`config.mk`:
```
export PLATFORM = sky130hd
export DESIGN_NAME = pipe_ctrl_flat
export DESIGN_NICKNAME = d
export VERILOG_FILES = /design/src/rtl/gemips_ctrl_pkg.sv /design/src/rtl/pipe_ctrl_if.sv /design/src/rtl/stall_timer.sv /design/src/rtl/pipe_ctrl.sv /design/src/flat_wrapper.sv
export SDC_FILE = /design/constraint.sdc
export NUM_CORES = 1
export LEC_CHECK = 0
export ABC_CLOCK_PERIOD_IN_PS = 2000
export CAP_MARGIN = 20
export CORE_ASPECT_RATIO = 1.4
export CORE_MARGIN = 3
export CORE_UTILIZATION = 32
export CTS_BUF_LIST = sky130_fd_sc_hd__clkbuf_4 sky130_fd_sc_hd__clkbuf_8 sky130_fd_sc_hd__clkbuf_16
export DETAILED_ROUTE_END_ITERATION = 16
export PLACE_DENSITY = 0.81
export SYNTH_ARGS = -nofsm -noshare
export SYNTH_HDL_FRONTEND = slang
export SYNTH_SLANG_ARGS = --single-unit
```
`constraint.sdc`:
```
create_clock -name clk -period 2 [get_ports clk]
set_clock_uncertainty 0.2 [all_clocks]
set_input_delay 0.4 -clock clk [delete_from_list [all_inputs] [get_ports clk]]
set_output_delay 0.4 -clock clk [all_outputs]
set_load 0.005 [all_outputs]
```
`src/rtl/gemips_ctrl_pkg.sv`:
```
// Shared encodings for the GeMIPS pipeline stall/bubble control.
package gemips_ctrl_pkg;

    localparam int unsigned STALL_W = 5;
    localparam int unsigned PERF_W  = 32;

    localparam int unsigned STALL_PC    = 0;
    localparam int unsigned STALL_IFID  = 1;
    localparam int unsigned STALL_IDEX  = 2;
    localparam int unsigned STALL_EXMEM = 3;
    localparam int unsigned STALL_MEMWB = 4;

    localparam logic [STALL_W-1:0] STALL_NONE = 5'b00000;
    localparam logic [STALL_W-1:0] STALL_LOAD = 5'b00011;
    localparam logic [STALL_W-1:0] STALL_MUL  = 5'b00111;
    localparam logic [STALL_W-1:0] STALL_MEMC = 5'b00001;

    typedef enum logic [1:0] {
        ST_IDLE = 2'd0,
        ST_LOAD = 2'd1,
        ST_MUL  = 2'd2,
        ST_MEMC = 2'd3
    } state_e;

    typedef enum logic [1:0] {
        ACT_NONE = 2'd0,
        ACT_LOAD = 2'd1,
        ACT_MUL  = 2'd2,
        ACT_MEM  = 2'd3
    } act_e;

    typedef struct packed {
        logic [STALL_W-1:0] stall;
        logic               bubble_ex;
        logic               bubble_mem;
        logic               flush_if;
    } ctrl_t;

    // Pipeline-register controls produced by one action.
    function automatic ctrl_t act_ctrl(act_e act);
        ctrl_t c;
        c = '0;
        unique case (act)
            ACT_LOAD: begin c.stall = STALL_LOAD; c.bubble_ex  = 1'b1; end
            ACT_MUL:  begin c.stall = STALL_MUL;  c.bubble_mem = 1'b1; end
            ACT_MEM:  begin c.stall = STALL_MEMC; c.flush_if   = 1'b1; end
            default:  c.stall = STALL_NONE;
        endcase
        return c;
    endfunction

endpackage

```
`src/rtl/pipe_ctrl_if.sv`:
```
// Hazard request / pipeline control bundle between the stages and pipe_ctrl.
interface pipe_ctrl_if;
    import gemips_ctrl_pkg::*;

    logic               id_req;
    logic               ex_mul_start;
    logic               mem_req;
    logic               mem_base_hit;
    logic [STALL_W-1:0] stall;
    logic               bubble_ex;
    logic               bubble_mem;
    logic               flush_if;
    logic               busy;
    logic [PERF_W-1:0]  perf_stall_cyc;
    logic [PERF_W-1:0]  perf_mul_cyc;

    modport master (
        output id_req, ex_mul_start, mem_req, mem_base_hit,
        input  stall, bubble_ex, bubble_mem, flush_if, busy,
        input  perf_stall_cyc, perf_mul_cyc
    );

    modport slave (
        input  id_req, ex_mul_start, mem_req, mem_base_hit,
        output stall, bubble_ex, bubble_mem, flush_if, busy,
        output perf_stall_cyc, perf_mul_cyc
    );
endinterface

```
`src/rtl/stall_timer.sv`:
```
// Down-counter shared by the multi-cycle stall states; zero marks the last cycle.
module stall_timer #(
    parameter int unsigned CNT_W = 4
) (
    input  logic             clk,
    input  logic             rst,
    input  logic             load,
    input  logic [CNT_W-1:0] value,
    input  logic             dec,
    output logic             zero
);

    logic [CNT_W-1:0] cnt;

    always_ff @(posedge clk) begin
        if (rst) begin
            cnt <= '0;
        end else if (load) begin
            cnt <= value;
        end else if (dec && (cnt != '0)) begin
            cnt <= cnt - CNT_W'(1);
        end
    end

    assign zero = (cnt == '0);

endmodule

```
`src/rtl/pipe_ctrl.sv`:
```
// GeMIPS stall/bubble sequencer. Optional perf counters under PIPE_CTRL_PERF_EN.
module pipe_ctrl
    import gemips_ctrl_pkg::*;
#(
    parameter int unsigned LOAD_STALL_CYC = 1,
    parameter int unsigned MUL_LAT        = 3,
    parameter int unsigned MEM_LAT        = 1,
    parameter int unsigned CNT_W          = 4
) (
    input  logic        clk,
    input  logic        rst,
    pipe_ctrl_if.slave  bus
);

    // Timer preload is L-2: the request cycle is spent in IDLE, the last one at zero.
    localparam logic [CNT_W-1:0] LOAD_TV = CNT_W'((LOAD_STALL_CYC > 1) ? LOAD_STALL_CYC - 2 : 0);
    localparam logic [CNT_W-1:0] MUL_TV  = CNT_W'((MUL_LAT > 1) ? MUL_LAT - 2 : 0);
    localparam logic [CNT_W-1:0] MEM_TV  = CNT_W'((MEM_LAT > 1) ? MEM_LAT - 2 : 0);

    state_e           state, state_nxt;
    act_e             act;
    ctrl_t            ctrl;
    logic             tmr_load, tmr_dec, tmr_zero;
    logic [CNT_W-1:0] tmr_val;

    stall_timer #(.CNT_W(CNT_W)) u_timer (
        .clk   (clk),
        .rst   (rst),
        .load  (tmr_load),
        .value (tmr_val),
        .dec   (tmr_dec),
        .zero  (tmr_zero)
    );

    always_ff @(posedge clk) begin
        if (rst) state <= ST_IDLE;
        else     state <= state_nxt;
    end

    // IDLE arbitrates requests (Mealy); wait states replay their action until the timer expires.
    always_comb begin
        state_nxt = state;
        act       = ACT_NONE;
        tmr_load  = 1'b0;
        tmr_val   = '0;
        tmr_dec   = 1'b0;
        unique case (state)
            ST_IDLE: begin
                if (bus.ex_mul_start) begin
                    act = ACT_MUL;
                    if (MUL_LAT > 1) begin
                        state_nxt = ST_MUL;
                        tmr_load  = 1'b1;
                        tmr_val   = MUL_TV;
                    end
                end else if (bus.mem_req && bus.mem_base_hit) begin
                    act = ACT_MEM;
                    if (MEM_LAT > 1) begin
                        state_nxt = ST_MEMC;
                        tmr_load  = 1'b1;
                        tmr_val   = MEM_TV;
                    end
                end else if (bus.id_req) begin
                    act = ACT_LOAD;
                    if (LOAD_STALL_CYC > 1) begin
                        state_nxt = ST_LOAD;
                        tmr_load  = 1'b1;
                        tmr_val   = LOAD_TV;
                    end
                end
            end
            ST_LOAD: act = ACT_LOAD;
            ST_MUL:  act = ACT_MUL;
            ST_MEMC: act = ACT_MEM;
            default: state_nxt = ST_IDLE;
        endcase
        if (state != ST_IDLE) begin
            if (tmr_zero) state_nxt = ST_IDLE;
            else          tmr_dec   = 1'b1;
        end
    end

    assign ctrl           = rst ? '0 : act_ctrl(act);
    assign bus.stall      = ctrl.stall;
    assign bus.bubble_ex  = ctrl.bubble_ex;
    assign bus.bubble_mem = ctrl.bubble_mem;
    assign bus.flush_if   = ctrl.flush_if;
    assign bus.busy       = !rst && (state != ST_IDLE);

`ifdef PIPE_CTRL_PERF_EN
    logic [PERF_W-1:0] perf_stall_q, perf_mul_q;

    always_ff @(posedge clk) begin
        if (rst) begin
            perf_stall_q <= '0;
            perf_mul_q   <= '0;
        end else begin
            if (ctrl.stall != STALL_NONE) perf_stall_q <= perf_stall_q + PERF_W'(1);
            if (act == ACT_MUL)           perf_mul_q   <= perf_mul_q + PERF_W'(1);
        end
    end

    assign bus.perf_stall_cyc = perf_stall_q;
    assign bus.perf_mul_cyc   = perf_mul_q;
`else
    assign bus.perf_stall_cyc = '0;
    assign bus.perf_mul_cyc   = '0;
`endif

endmodule

```
`src/flat_wrapper.sv`:
```
// flat-port wrapper written by rule: the top's interface ports become plain ports
module pipe_ctrl_flat import gemips_ctrl_pkg::*;
#(
    parameter int unsigned LOAD_STALL_CYC = 1,
    parameter int unsigned MUL_LAT        = 3,
    parameter int unsigned MEM_LAT        = 1,
    parameter int unsigned CNT_W          = 4
)
  (clk, rst, bus_id_req, bus_ex_mul_start, bus_mem_req, bus_mem_base_hit, bus_stall, bus_bubble_ex, bus_bubble_mem, bus_flush_if, bus_busy, bus_perf_stall_cyc, bus_perf_mul_cyc);
  pipe_ctrl_if bus_i ();
  input  logic clk;
  input  logic rst;
  input wire logic [$bits(bus_i.id_req)-1:0] bus_id_req;
  input wire logic [$bits(bus_i.ex_mul_start)-1:0] bus_ex_mul_start;
  input wire logic [$bits(bus_i.mem_req)-1:0] bus_mem_req;
  input wire logic [$bits(bus_i.mem_base_hit)-1:0] bus_mem_base_hit;
  output wire logic [$bits(bus_i.stall)-1:0] bus_stall;
  output wire logic [$bits(bus_i.bubble_ex)-1:0] bus_bubble_ex;
  output wire logic [$bits(bus_i.bubble_mem)-1:0] bus_bubble_mem;
  output wire logic [$bits(bus_i.flush_if)-1:0] bus_flush_if;
  output wire logic [$bits(bus_i.busy)-1:0] bus_busy;
  output wire logic [$bits(bus_i.perf_stall_cyc)-1:0] bus_perf_stall_cyc;
  output wire logic [$bits(bus_i.perf_mul_cyc)-1:0] bus_perf_mul_cyc;
  assign bus_i.id_req = bus_id_req;
  assign bus_i.ex_mul_start = bus_ex_mul_start;
  assign bus_i.mem_req = bus_mem_req;
  assign bus_i.mem_base_hit = bus_mem_base_hit;
  assign bus_stall = bus_i.stall;
  assign bus_bubble_ex = bus_i.bubble_ex;
  assign bus_bubble_mem = bus_i.bubble_mem;
  assign bus_flush_if = bus_i.flush_if;
  assign bus_busy = bus_i.busy;
  assign bus_perf_stall_cyc = bus_i.perf_stall_cyc;
  assign bus_perf_mul_cyc = bus_i.perf_mul_cyc;
  pipe_ctrl #(.LOAD_STALL_CYC(LOAD_STALL_CYC), .MUL_LAT(MUL_LAT), .MEM_LAT(MEM_LAT), .CNT_W(CNT_W)) u_core (.clk(clk), .rst(rst), .bus(bus_i));
endmodule
```
==> reports/metrics.csv <==
metric;value;unit
status;finished, violations left;
failed_checks;setup timing;
synth_simple_gate_area_frac;0.161;
fmax;500;MHz
ys_ff_latch;6;
vias;641;
final-hold-violation-count;0;
dieArea;3550;um2
synth_cell_types;24;
r2r_slack;0.36;ns
cp_data_arrival_time;1.40;ns
drive_gt1_frac;0.279;
critPathKind;in -> out;
synth-adder-area-share;0.0682;
grt_max_degree;9;
p_per_area;399;nW/um2
stdcell_count;176;
routed_wl;1610;um
numCtsBuffers;3;
postCtsHoldBufs;0;
synth_seq_area_share;0.131;
holdCritPathClass;reg -> reg;
antenna_found_initial;0;
required;1.40;ns
start_util;0.343;
dp_cells;172;
port_buffers;12;
period_minus_slack;2.00;ns
dr.first_iter.drc_count;2;
min_to;u_core.u_timer.cnt[2];
areaGrowthSynthToFinish;8.46;%
ys_warn_count;0;
clkLatencyLatePin;0.24;ns
synth_mux_area_frac;0;
num_antenna_cells;0;
via_per_inst;3.64;
drc;0;
netlist_area;917;um2
min_from;u_core.u_timer.cnt[2];
gp_congestion;0.829;
cts_tree;yes;
numClockSinks;6;
wl_per_cell;9.16;um
dpl.hpwl;1200;um
final_util;0.373;
path_max_fanout;2;
cap_violations;0;
groute.usage.overall;0.0777;
total_leakage_power;0.512;nW
final-seq-area;123;um2
worstSetupEndpointType;primary output;
nNetsFinal;153;
clk_pin_slew;0.04;ns
ios;79;
synth_area_per_cell;7.64;um2
grt_pass1_vias;475;
maxSlewViolCount;0;
cts_buffer_depth;2;
synth_top_family_by_area;buffers and inverters;
multi_input_area;636;um2
synth_compound_area_frac;0.0750;
crit_path_start_kind;primary input;
rsz0062_at_grt;yes;
chipWidth;51.2;um
ant_nets;0;
placed_cell_area;872;um2
irDropWorstVdd;0.000182;V
root_buffer;clkbuf_4;
coreArea;2670;um2
drt_pass1_iterations;4;
r2r-start;u_core.u_timer.cnt[0];
syn_inst;120;
overflow;0;
final.setup.tns;-0.0000889;ns
core.rowCount;22;
fin_area;995;um2
layout_setup_ws;-0.0000889;ns
setup_violations;1;
synth_xor_xnor_area_share;0;
fillers;293;
fp.dieH;69.3;um
post-route-period-util;1.00;
htree_levels;1;
hold_path_depth;2;
grt_pass1_wl;2080;um
r2r_cells;5;
r2r_end;u_core.u_timer.cnt[0];
[synth_stat cells]
| master | n | area [um2] |
|---|---|---|
| buf_4 | 67 | 503 |
| nor2_1 | 8 | 30.0 |
| dfxtp_1 | 6 | 120 |
| ha_1 | 5 | 62.6 |
| a21oi_1 | 4 | 20.0 |
| a31oi_1 | 3 | 18.8 |
| nor2b_1 | 3 | 18.8 |
| inv_1 | 2 | 7.51 |
| nand2_1 | 2 | 7.51 |
| nand3_1 | 2 | 10.0 |
| nor3_1 | 2 | 10.0 |
| nor3b_1 | 2 | 15.0 |
| or2_2 | 2 | 12.5 |
| or3_1 | 2 | 12.5 |
| a22oi_1 | 1 | 7.51 |
| clkbuf_1 | 1 | 3.75 |
| conb_1 | 1 | 3.75 |
| nand4b_1 | 1 | 8.76 |
| o21a_1 | 1 | 7.51 |
| o21ai_0 | 1 | 5.00 |
| o21ba_2 | 1 | 10.0 |
| or2_1 | 1 | 6.26 |
| or3b_2 | 1 | 8.76 |
| or4_1 | 1 | 7.51 |
[layer usage]
metal	track usage	part of all wire
met1	0.0615	0.28
met4	0.0437	0.0056
met5	0	0
met3	0.0280	0.17
met2	0.152	0.55
[per-stage QoR]
stage	worst slack (ns)	power [mW]	hold slack, ns
4_1_cts	-0.0177	0.390	0.311
5_1_grt	-0.0361	0.427	0.337
6_report	-0.0000889	0.397	0.310
3_3_place_gp	-0.776	0.258	0.285
2_1_floorplan	0.107	0.307	0.274
3_5_place_dp	-0.800	0.261	0.303
[sequential cells by signal (all words and copies together), names as in the netlist]
register and flops:
u_core.u_timer.cnt 4, u_core.state 2
[worst max path at each step]
| stage | from | endpoint | slack [ns] | depth (start not counted) |
|---|---|---|---|---|
| final | bus_mem_base_hit | bus_stall[1] | -0.00009 | 7 |
| after global routing | bus_ex_mul_start | bus_flush_if | -0.04 | 7 |
| after CTS | bus_mem_req | bus_stall[1] | -0.02 | 7 |
| after detailed placement | bus_mem_req | bus_stall[1] | -0.80 | 7 |
| after global placement | bus_mem_req | bus_stall[1] | -0.78 | 7 |
| after floorplan | bus_mem_req | bus_stall[2] | 0.11 | 6 |
[logic make-up (layout without fill, tap and decap cells)]
family | Yosys count | after routing
AOI/OAI and AO/OA | 11 | 11
and+or+nand+nor | 27 | 27
other | 1 | 66
buffers and inverters | 70 | 25
adders and majority gates | 5 | 5
DFF | 6 | 6
[area by class of cell]
type / count / area share
tap: 36 / 0.0453
multi-input combinational: 109 / 0.639
clock buffer: 3 / 0.0226
timing repair buffer: 20 / 0.162
inverter: 2 / 0.00755
sequential: 6 / 0.123
[what timing repair did]
item / CTS / global route
setup endpoints to repair: 7 / 6
hold endpoints to repair: 0 / 0
resized for setup: 60 / 12
pin swaps: 9 / 5
buffers inserted: 1 / 0
[worst max-delay path, cell delays in order]
cell	delay, ns
buf_8	0.10
a21oi_2	0.14
nor2_2	0.07
or2_4	0.26
ha_4	0.26
nor2_1	0.03
buf_2	0.14
[power breakdown]
| group | switching, mW | internal, mW |
|---|---|---|
| logic | 0.0898 | 0.0635 |
| clock network | 0.0430 | 0.0678 |
| registers | 0.00635 | 0.126 |
| total | 0.139 | 0.257 |
[placed cells by master, fill, tap and decap left out, types with 2 or more instances in the layout]
master / count
nand3_1: 2
buf_4: 6
nand2_1: 2
dfxtp_1: 4
or2_4: 2
nor2b_4: 2
a31oi_1: 3
nor2_1: 4
ha_1: 2
dlygate4sd2_1: 2
or3_1: 2
inv_1: 2
a21oi_1: 2
dfxtp_2: 2
nor2_4: 3
clkbuf_4: 3
buf_2: 6
buf_6: 3
nor3b_1: 2
ha_4: 3
buf_8: 2
conb_1: 66
Note: power is estimated with default switching activity, not from simulation.
